**config.mk**
```make
export PLATFORM = sky130hd
export DESIGN_NAME = sr_word_feeder
export DESIGN_NICKNAME = d
export VERILOG_FILES = /design/src/rtl/sr_word_feeder.sv
export SDC_FILE = /design/constraint.sdc
export NUM_CORES = 1
export LEC_CHECK = 0
export BUFFER_PORTS_ARGS = -buffer_cell sky130_fd_sc_hd__buf_2
export CORE_MARGIN = 4
export CORE_UTILIZATION = 30
export CTS_CLUSTER_DIAMETER = 100
export CTS_CLUSTER_SIZE = 20
export DETAILED_ROUTE_END_ITERATION = 16
export PLACE_DENSITY = 0.48
export SLEW_MARGIN = 20
export SYNTH_ARGS = -nofsm -noshare
export SYNTH_HDL_FRONTEND = slang
export SYNTH_SLANG_ARGS = --single-unit
```
**constraint.sdc**
```tcl
create_clock -name clk -period 2.2 [get_ports clk]
set_clock_uncertainty 0.15 [all_clocks]
set_input_delay 0.44 -clock clk [delete_from_list [all_inputs] [get_ports clk]]
set_output_delay 0.44 -clock clk [all_outputs]
set_load 0.02 [all_outputs]
```
**src/rtl/sr_word_feeder.sv**
```systemverilog
// sr_word_feeder: serialises valid/ready words one bit per clock for a bidirectional shift register.
// Optional even-parity bit after each word when FEEDER_PARITY_EN is defined.
module sr_word_feeder #(
  parameter int WIDTH = 4,
  parameter int GAP   = 1
) (
  input  logic             clk,
  input  logic             reset,
  input  logic [WIDTH-1:0] word_in,
  input  logic             dir_in,
  input  logic             word_valid,
  output logic             word_ready,
  output logic             ser_out,
  output logic             ser_en,
  output logic             shift_dir,
  output logic             busy,
  output logic             frame_done
);
  localparam int CW = $clog2(WIDTH + 1);
  localparam logic [CW-1:0] LAST = CW'(WIDTH - 1);
  localparam logic [3:0] GLAST = 4'(GAP > 1 ? GAP - 2 : 0);
  typedef enum logic [2:0] {
    IDLE,
    SHIFT,
`ifdef FEEDER_PARITY_EN
    PAR,
`endif
    DONE,
    GAPS
  } state_t;
  state_t state_q, state_d;
  logic [CW-1:0] cnt_q, cnt_d;
  logic [3:0] gcnt_q, gcnt_d;
  logic [WIDTH-1:0] shreg_q, shreg_d;
  logic dir_q, dir_d;
  logic ser_out_q, ser_out_d;
  logic ready_q, busy_q, ser_en_q, done_q;
  // The DONE cycle is the first idle cycle after the frame, so GAPS covers the remaining GAP-1.
  always_comb begin
    state_d = state_q;
    cnt_d = cnt_q;
    gcnt_d = gcnt_q;
    shreg_d = shreg_q;
    dir_d = dir_q;
    case (state_q)
      IDLE: if (word_valid && ready_q) begin
        state_d = SHIFT;
        shreg_d = word_in;
        dir_d = dir_in;
        cnt_d = '0;
      end
      SHIFT: if (cnt_q == LAST) begin
`ifdef FEEDER_PARITY_EN
        state_d = PAR;
`else
        state_d = DONE;
`endif
      end else begin
        cnt_d = cnt_q + 1'b1;
        shreg_d = dir_q ? {shreg_q[0], shreg_q[WIDTH-1:1]} : {shreg_q[WIDTH-2:0], shreg_q[WIDTH-1]};
      end
`ifdef FEEDER_PARITY_EN
      PAR: state_d = DONE;
`endif
      DONE: begin
        state_d = GAP > 1 ? GAPS : IDLE;
        gcnt_d = '0;
      end
      GAPS: if (gcnt_q == GLAST) state_d = IDLE; else gcnt_d = gcnt_q + 1'b1;
      default: state_d = IDLE;
    endcase
    // Rotation keeps every word bit in shreg, so its XOR is the frame parity.
    ser_out_d = (state_d == SHIFT) ? (dir_d ? shreg_d[0] : shreg_d[WIDTH-1]) :
`ifdef FEEDER_PARITY_EN
                (state_d == PAR) ? ^shreg_d :
`endif
                1'b0;
  end
  always_ff @(posedge clk) begin
    if (reset) begin
      state_q <= IDLE;
      cnt_q <= '0;
      gcnt_q <= '0;
      shreg_q <= '0;
      dir_q <= 1'b0;
      ser_out_q <= 1'b0;
      ready_q <= 1'b1;
      busy_q <= 1'b0;
      ser_en_q <= 1'b0;
      done_q <= 1'b0;
    end else begin
      state_q <= state_d;
      cnt_q <= cnt_d;
      gcnt_q <= gcnt_d;
      shreg_q <= shreg_d;
      dir_q <= dir_d;
      ser_out_q <= ser_out_d;
      ready_q <= state_d == IDLE;
      busy_q <= state_d != IDLE;
`ifdef FEEDER_PARITY_EN
      ser_en_q <= state_d == SHIFT || state_d == PAR;
`else
      ser_en_q <= state_d == SHIFT;
`endif
      done_q <= state_d == DONE;
    end
  end
  assign word_ready = ready_q;
  assign ser_out = ser_out_q;
  assign ser_en = ser_en_q;
  assign shift_dir = dir_q;
  assign busy = busy_q;
  assign frame_done = done_q;
endmodule
```
==> flow_summary.yaml, run 1 <==
place:
  gp_congestion: 0.7635
  portBuffers: 13
  dpl.cell_count: 159
  dpl.hpwl_um: 1454
route:
  drc_errors: 0
  ant_nets: 0
  dr.pass1.iters: 4
  via_count: 789
  detail_route.wl_per_cell_um: 11.89
  drtIter0Drc: 65
  wl_um: 1938
  via_per_inst: 4.840
clocking:
  cts_buffer_depth: 2
  h-tree-depth: 1
  clkLatencyLatePin_ns: 0.31
  clk_pin_slew_ns: 0.13
  numCtsBuffers: 3
  cts_root_buf: "clkbuf_4"
  cts_tree: "done"
  ctsHoldBuffers: 0
  cts.sinks: 20
sta:
  setup_viol: 0
  tns_ns: 0
  period_needed_ns: 2.096
  hold_viol_final: 0
  rsz0062_at_grt: "no"
  finalCritPeriodShare_pct: 95.26
  fmax_mhz: 477.2
  relSlewSlack_pct: 52.89
  tightest_slew_ns: 0.6993
  final_max_slew_viol_count: 0
worst_setup_path:
  cp_max_fo: 4
  crit_required_ns: 2.23
  critical_path_class: "flop to flop"
  worst-r2r-setup-slack_ns: 0.10
  crit_path_end_kind: "flop"
  cp-start-kind: "flop"
  cp_data_arrival_time_ns: 2.13
synth:
  synth-main-ff-cell: "dfxtp_1"
  synthCells: 101
  yosysMostFrequentCell: "dfxtp_1"
  syn-mean-instance-area_um2: 9.341
  syn-num-nets: 113
  ys_types: 37
  yosysTopAreaCellShare_pct: 42.44
  synth.top_cells.by_count: "dfxtp_1, nor2_1, a21oi_1, inv_1, mux2i_1"
  yosysSeqAreaShare_pct: 42.44
  mappedNetlistArea_um2: 943.4
  ys_ff_latch: 20
  yosysWarnings: 0
  synthArstFlopShare_pct: 0
  yosys.area.top_type: "dfxtp_1"
  synth_area_leaders: "dfxtp_1, nor2_1, ha_1"
  synth-edff-count: 0
run:
  maxCapViolations: 0
global_route:
  grt-ovfl-total: 0
  gr-usage-all-layers_pct: 10.94
  grt_pass1_wl_um: 3574
  grt_max_degree: 14
  grt_pass1_vias: 792
  antenna_found_initial: 0
pwr:
  power_frac_seq_pct: 51.1
  p_leak_nw: 0.4895
  p_switching_uw: 162.2
  p_clk_share_pct: 40.0
  sw_frac_of_total_pct: 21.65
  total_power_uw: 749.0
  ir_worst_vdd_uv: 592.9
  power.internal_uw: 586.8
  combPwrFrac_pct: 8.9
  p_per_area_mw_per_mm2: 660.7
floorplan:
  die_h_um: 64.08
  dieArea_mm2: 0.004106
  fp-row-count: 20
  core_area_mm2: 0.003028
  pin_count: 14
  start_util_pct: 31.16
  fp.dieW_um: 64.08
layout:
  final_cells: 163
  nNetsFinal: 132
  drive_gt1_share_pct: 23.53
  area_growth_pct: 20.16
  diodes: 0
  n_fill_cell: 317
worst_hold_path:
  worst_hold_path_type: "primary input to flop"
run_status:
  outcome: "complete, no violations"
[worst max-delay path, cell delays in order (launching register included)]
cell and delay [ns]:
dfxtp_1 0.34, ha_1 0.20, ha_1 0.19, or4b_4 0.51
o221a_4 0.26, a221oi_2 0.25, a2111oi_2 0.08
[layout by cell type, fill, tap and decap left out, types with 2 or more instances in the layout]
cell and n:
xor2_1 2, and3b_1 2, clkbuf_4 3, buf_2 13, a221oi_1 2, inv_1 6, nand2_1 2, ha_1 4
a21oi_1 6, nor3_1 3, dfxtp_1 20, mux2i_1 5, and4_1 2, nand4_1 2, nor2_1 18, o21ai_0 2
nand3_1 2, buf_4 5
[flip-flops by register name, indices dropped and copies added, names as in the netlist]
signal,count
state_q,3
busy,1
gcnt_q,4
frame_done,1
shift_dir,1
word_ready,1
shreg_q,4
ser_out,1
cnt_q,3
ser_en,1
[final timing paths]
| path | cells after the start | endpoint | startpoint |
|---|---|---|---|
| max | 6 | ser_out | cnt_q[0] |
| min | 3 | shreg_q[2] | word_in[2] |
| max reg2reg | 6 | ser_out | cnt_q[0] |
| min reg2reg | 2 | cnt_q[1] | cnt_q[1] |
[cell families (layout without fill, tap and decap cells)]
logic type	count (synthesis)	in the layout	share of synthesized area, %
other	1	1	0.3975
XOR/XNOR	2	2	1.857
buffers and inverters	10	28	4.906
flip-flops	20	20	42.44
AND/OR/NAND/NOR	39	39	22.55
multiplexers	6	6	6.499
adder cells (fa/ha/maj)	4	4	5.305
AO/OA/AOI/OAI	19	19	16.05
[cell type report]
| class | count | area (um2) | area share, % |
|---|---|---|---|
| multi-input combinational | 71 | 500.5 | 44.15 |
| sequential | 20 | 400.4 | 35.32 |
| timing repair buffer | 18 | 102.6 | 9.051 |
| tap | 44 | 55.05 | 4.857 |
| clock inverter | 1 | 30.03 | 2.649 |
| clock buffer | 3 | 22.52 | 1.987 |
| inverter | 6 | 22.52 | 1.987 |
[metrics by stage]
step / setup slack, ns / hold WS, ns / cell area, um2 / utilization (%)
2_1_floorplan: 0.04536 / 0.2856 / 943.4 / -
3_3_place_gp: 0.06245 / 0.2951 / 1077 / 35.58
3_5_place_dp: 0.04808 / 0.3133 / 1077 / 35.58
4_1_cts: 0.04560 / 0.2105 / 1130 / 37.31
5_1_grt: 0.02547 / 0.2007 / 1134 / 37.44
6_report: 0.1043 / 0.2172 / 1134 / 37.44
[power by group through the flow]
| stage | clock [mW] | combinational, mW | sequential [mW] |
|---|---|---|---|
| final | 0.300 | 0.0665 | 0.383 |
| after global routing | 0.333 | 0.0741 | 0.385 |
| after CTS | 0.309 | 0.0670 | 0.383 |
| after detailed placement | 0 | 0.0667 | 0.391 |
| after global placement | 0 | 0.0667 | 0.391 |
| after floorplan | 0 | 0.0447 | 0.389 |
[routing by layer]
| metal | track usage, % | vias up | wire, um |
|---|---|---|---|
| li1 | - | 397 | - |
| met4 | 2.426 | 0 | 20 |
| met5 | 0 | - | 0 |
| met3 | 4.218 | 4 | 90 |
| met2 | 17.68 | 16 | 875 |
| met1 | 13.69 | 372 | 952 |
[what timing repair did]
action,CTS,global route
buffers inserted,0,0
endpoints found under the hold margin,0,0
gates resized for setup,0,1
endpoints found under the setup margin,0,1
Power figures use the tool's default switching activity.
==> inputs of run 2 (changes only) <==
ABC_AREA = 1   (was unset)
PLACE_DENSITY = 0.46   (was 0.48)
RECOVER_POWER = 50   (was unset)
clock period = 2.7 ns   (was 2.2 ns; I/O delays follow)
==> run 2 against run 1 <==
Clock power fell by 18%. Die area rose by 3.6%. Cell area shrank 0.55%. Count of clock-buffer cells in the layout stayed put. Largest power group unchanged. Fmax increased by 19%. Hold slack improved by 0.13 ns.
==> flow_summary.yaml, run 2 <==
clocking:
  cts_resized: 0
  clk_pin_slew_ns: 0.12
  clkLatencyLatePin_ns: 0.30
  cts_setup_buffers: 0
  cts_buffer_depth: 2
  cts.sinks: 20
  numCtsBuffers: 3
  ctsHoldBuffers: 0
  h-tree-depth: 1
  cts_root_buf: "clkbuf_4"
  cts_tree: "done"
synth:
  yosysWarnings: 0
  synth.top_cells.by_count: "nand2_1, dfxtp_1, nor2_1, inv_1"
  mappedNetlistArea_um2: 982.2
  syn-num-nets: 151
  yosysMostFrequentCell: "nand2_1"
  synth-compound-area-share_pct: 10.45
  yosysSeqAreaShare_pct: 40.76
  synth_area_leaders: "dfxtp_1, nand2_1, nor2_1"
  ys_ff_latch: 20
  synth-main-ff-cell: "dfxtp_1"
  synth-edff-count: 0
  ys_types: 20
  synthAdderAreaFrac_pct: 5.096
  synth_mux_area_share_pct: 0
  syn-mean-instance-area_um2: 7.066
  yosys.area.top_type: "dfxtp_1"
  synth-xor-area-share_pct: 0
  synth_top_family_by_area: "simple AND/OR/NAND/NOR gates"
  synthCells: 139
  yosys.area_share.simple_pct: 34.90
  synthArstFlopShare_pct: 0
  yosysTopAreaCellShare_pct: 40.76
pwr:
  p_per_area_mw_per_mm2: 560.7
  total_power_uw: 632.1
  ir_worst_vdd_uv: 228.9
  p_leak_nw: 0.5323
layout:
  diodes: 0
  n_fill_cell: 367
  drive_gt1_share_pct: 15.48
  area_growth_pct: 14.78
  final_util_pct: 36.33
  biggestRegsByFlops: "gcnt_q (4), shreg_q (4)"
  fin_area_mm2: 0.001127
  mostFrequentLayoutCells: "nand2_1, dfxtp_1, nor2_1"
  layout_commonest_cell: "nand2_1"
  seq_area_um2: 400.4
  nNetsFinal: 168
  multi_input_area_um2: 481.7
sta:
  final_max_slew_viol_count: 0
  whs_ns: 0.3447
  finalCritPeriodShare_pct: 64.98
  setup_viol: 0
  tns_ns: 0
  rsz0062_at_grt: "no"
  period_needed_ns: 1.755
  fmax_mhz: 570.0
  hold_viol_final: 0
global_route:
  grt_max_degree: 13
  grt_pass1_vias: 818
  gr-usage-all-layers_pct: 10.15
  grt-ovfl-total: 0
  grt_pass1_wl_um: 3353
  antenna_found_initial: 0
worst_setup_path:
  cp_max_fo: 7
  crit_chain: "ha_1 -> ha_1 -> inv_1 -> nand3_2 -> nand2_1 -> inv_4 -> nand2_1 -> nand2_1 -> o21ai_2 -> inv_2"
  slowest_stage: "dfxtp_1"
  crit_family: "simple AND/OR/NAND/NOR gates"
  critical_path_class: "flop to flop"
  r2r_start: "cnt_q[0]"
  crit_buf_inv: 3
  cp_data_arrival_time_ns: 1.82
  crit_path_frequent_cell: "nand2_1"
  crit_path_end_kind: "flop"
  crit_required_ns: 2.77
  cp-start-kind: "flop"
  critPathLaunch: "cnt_q[0]"
  slowest_delay_ns: 0.34
route:
  via_count: 861
  detail_route.wl_per_cell_um: 9.749
  via_per_inst: 4.327
  ant_nets: 0
  drtIter0Drc: 56
  dr.pass1.iters: 4
  wl_um: 1940
  drc_errors: 0
floorplan:
  dieArea_mm2: 0.004254
  fp.dieW_um: 65.22
  start_util_pct: 31.65
  pin_count: 14
  die_h_um: 65.22
  core_area_mm2: 0.003103
  fp-row-count: 20
run:
  maxCapViolations: 0
place:
  dpl.hpwl_um: 1569
  gp_congestion: 0.7644
  postPlaceCellArea_mm2: 0.001097
  portBuffers: 13
worst_hold_path:
  hp-start: "cnt_q[1]"
  worst_hold_path_type: "flop to flop"
run_status:
  outcome: "complete, no violations"
[run 2: final cells by class]
class / count / area share, %
clock buffers: 3 / 1.998
clock inverters: 1 / 2.664
inverters: 20 / 6.881
multi-input cells: 98 / 42.73
flip-flops and latches: 20 / 35.52
well taps: 44 / 4.883
repair buffers: 13 / 5.327
[run 2: logic make-up after synthesis]
family / Yosys count
buf+inv: 21
other cells: 1
simple gates: 74
compound gates: 19
fa+ha+maj: 4
flops: 20
[run 2: worst paths after layout]
kind                endpoint  slack (ns)  cells past startpoint
setup / recovery  word_ready        0.95                     10
hold / removal      cnt_q[1]        0.34                      2
setup reg to reg  word_ready        0.95                     10
hold reg to reg     cnt_q[1]        0.34                      2
[run 2: worst min-delay path, stage by stage, from the launching register on]
cell and delay, ns:
dfxtp_1 0.34, nand2_1 0.06, a21oi_1 0.06
[run 2: metal layers]
metal  routed length (um)  GRT usage [%]  up-vias
met2                  978          17.70       12
met1                  867          11.65      379
met4                    0          1.554        0
li1                     -              -      470
met5                    0              0        -
met3                   93          4.444        0
[run 2: power by group]
part / internal [mW] / switching [mW]
clock: 0.150 / 0.0952
combinational: 0.0240 / 0.0468
sequential: 0.307 / 0.00919
total: 0.481 / 0.151
[run 2: per-stage QoR]
stage,instances,setup slack (ns)
after global placement,195,1.081
after global routing,199,0.8097
after CTS,199,1.005
final,199,0.9455
after detailed placement,195,1.028
after floorplan,139,1.176
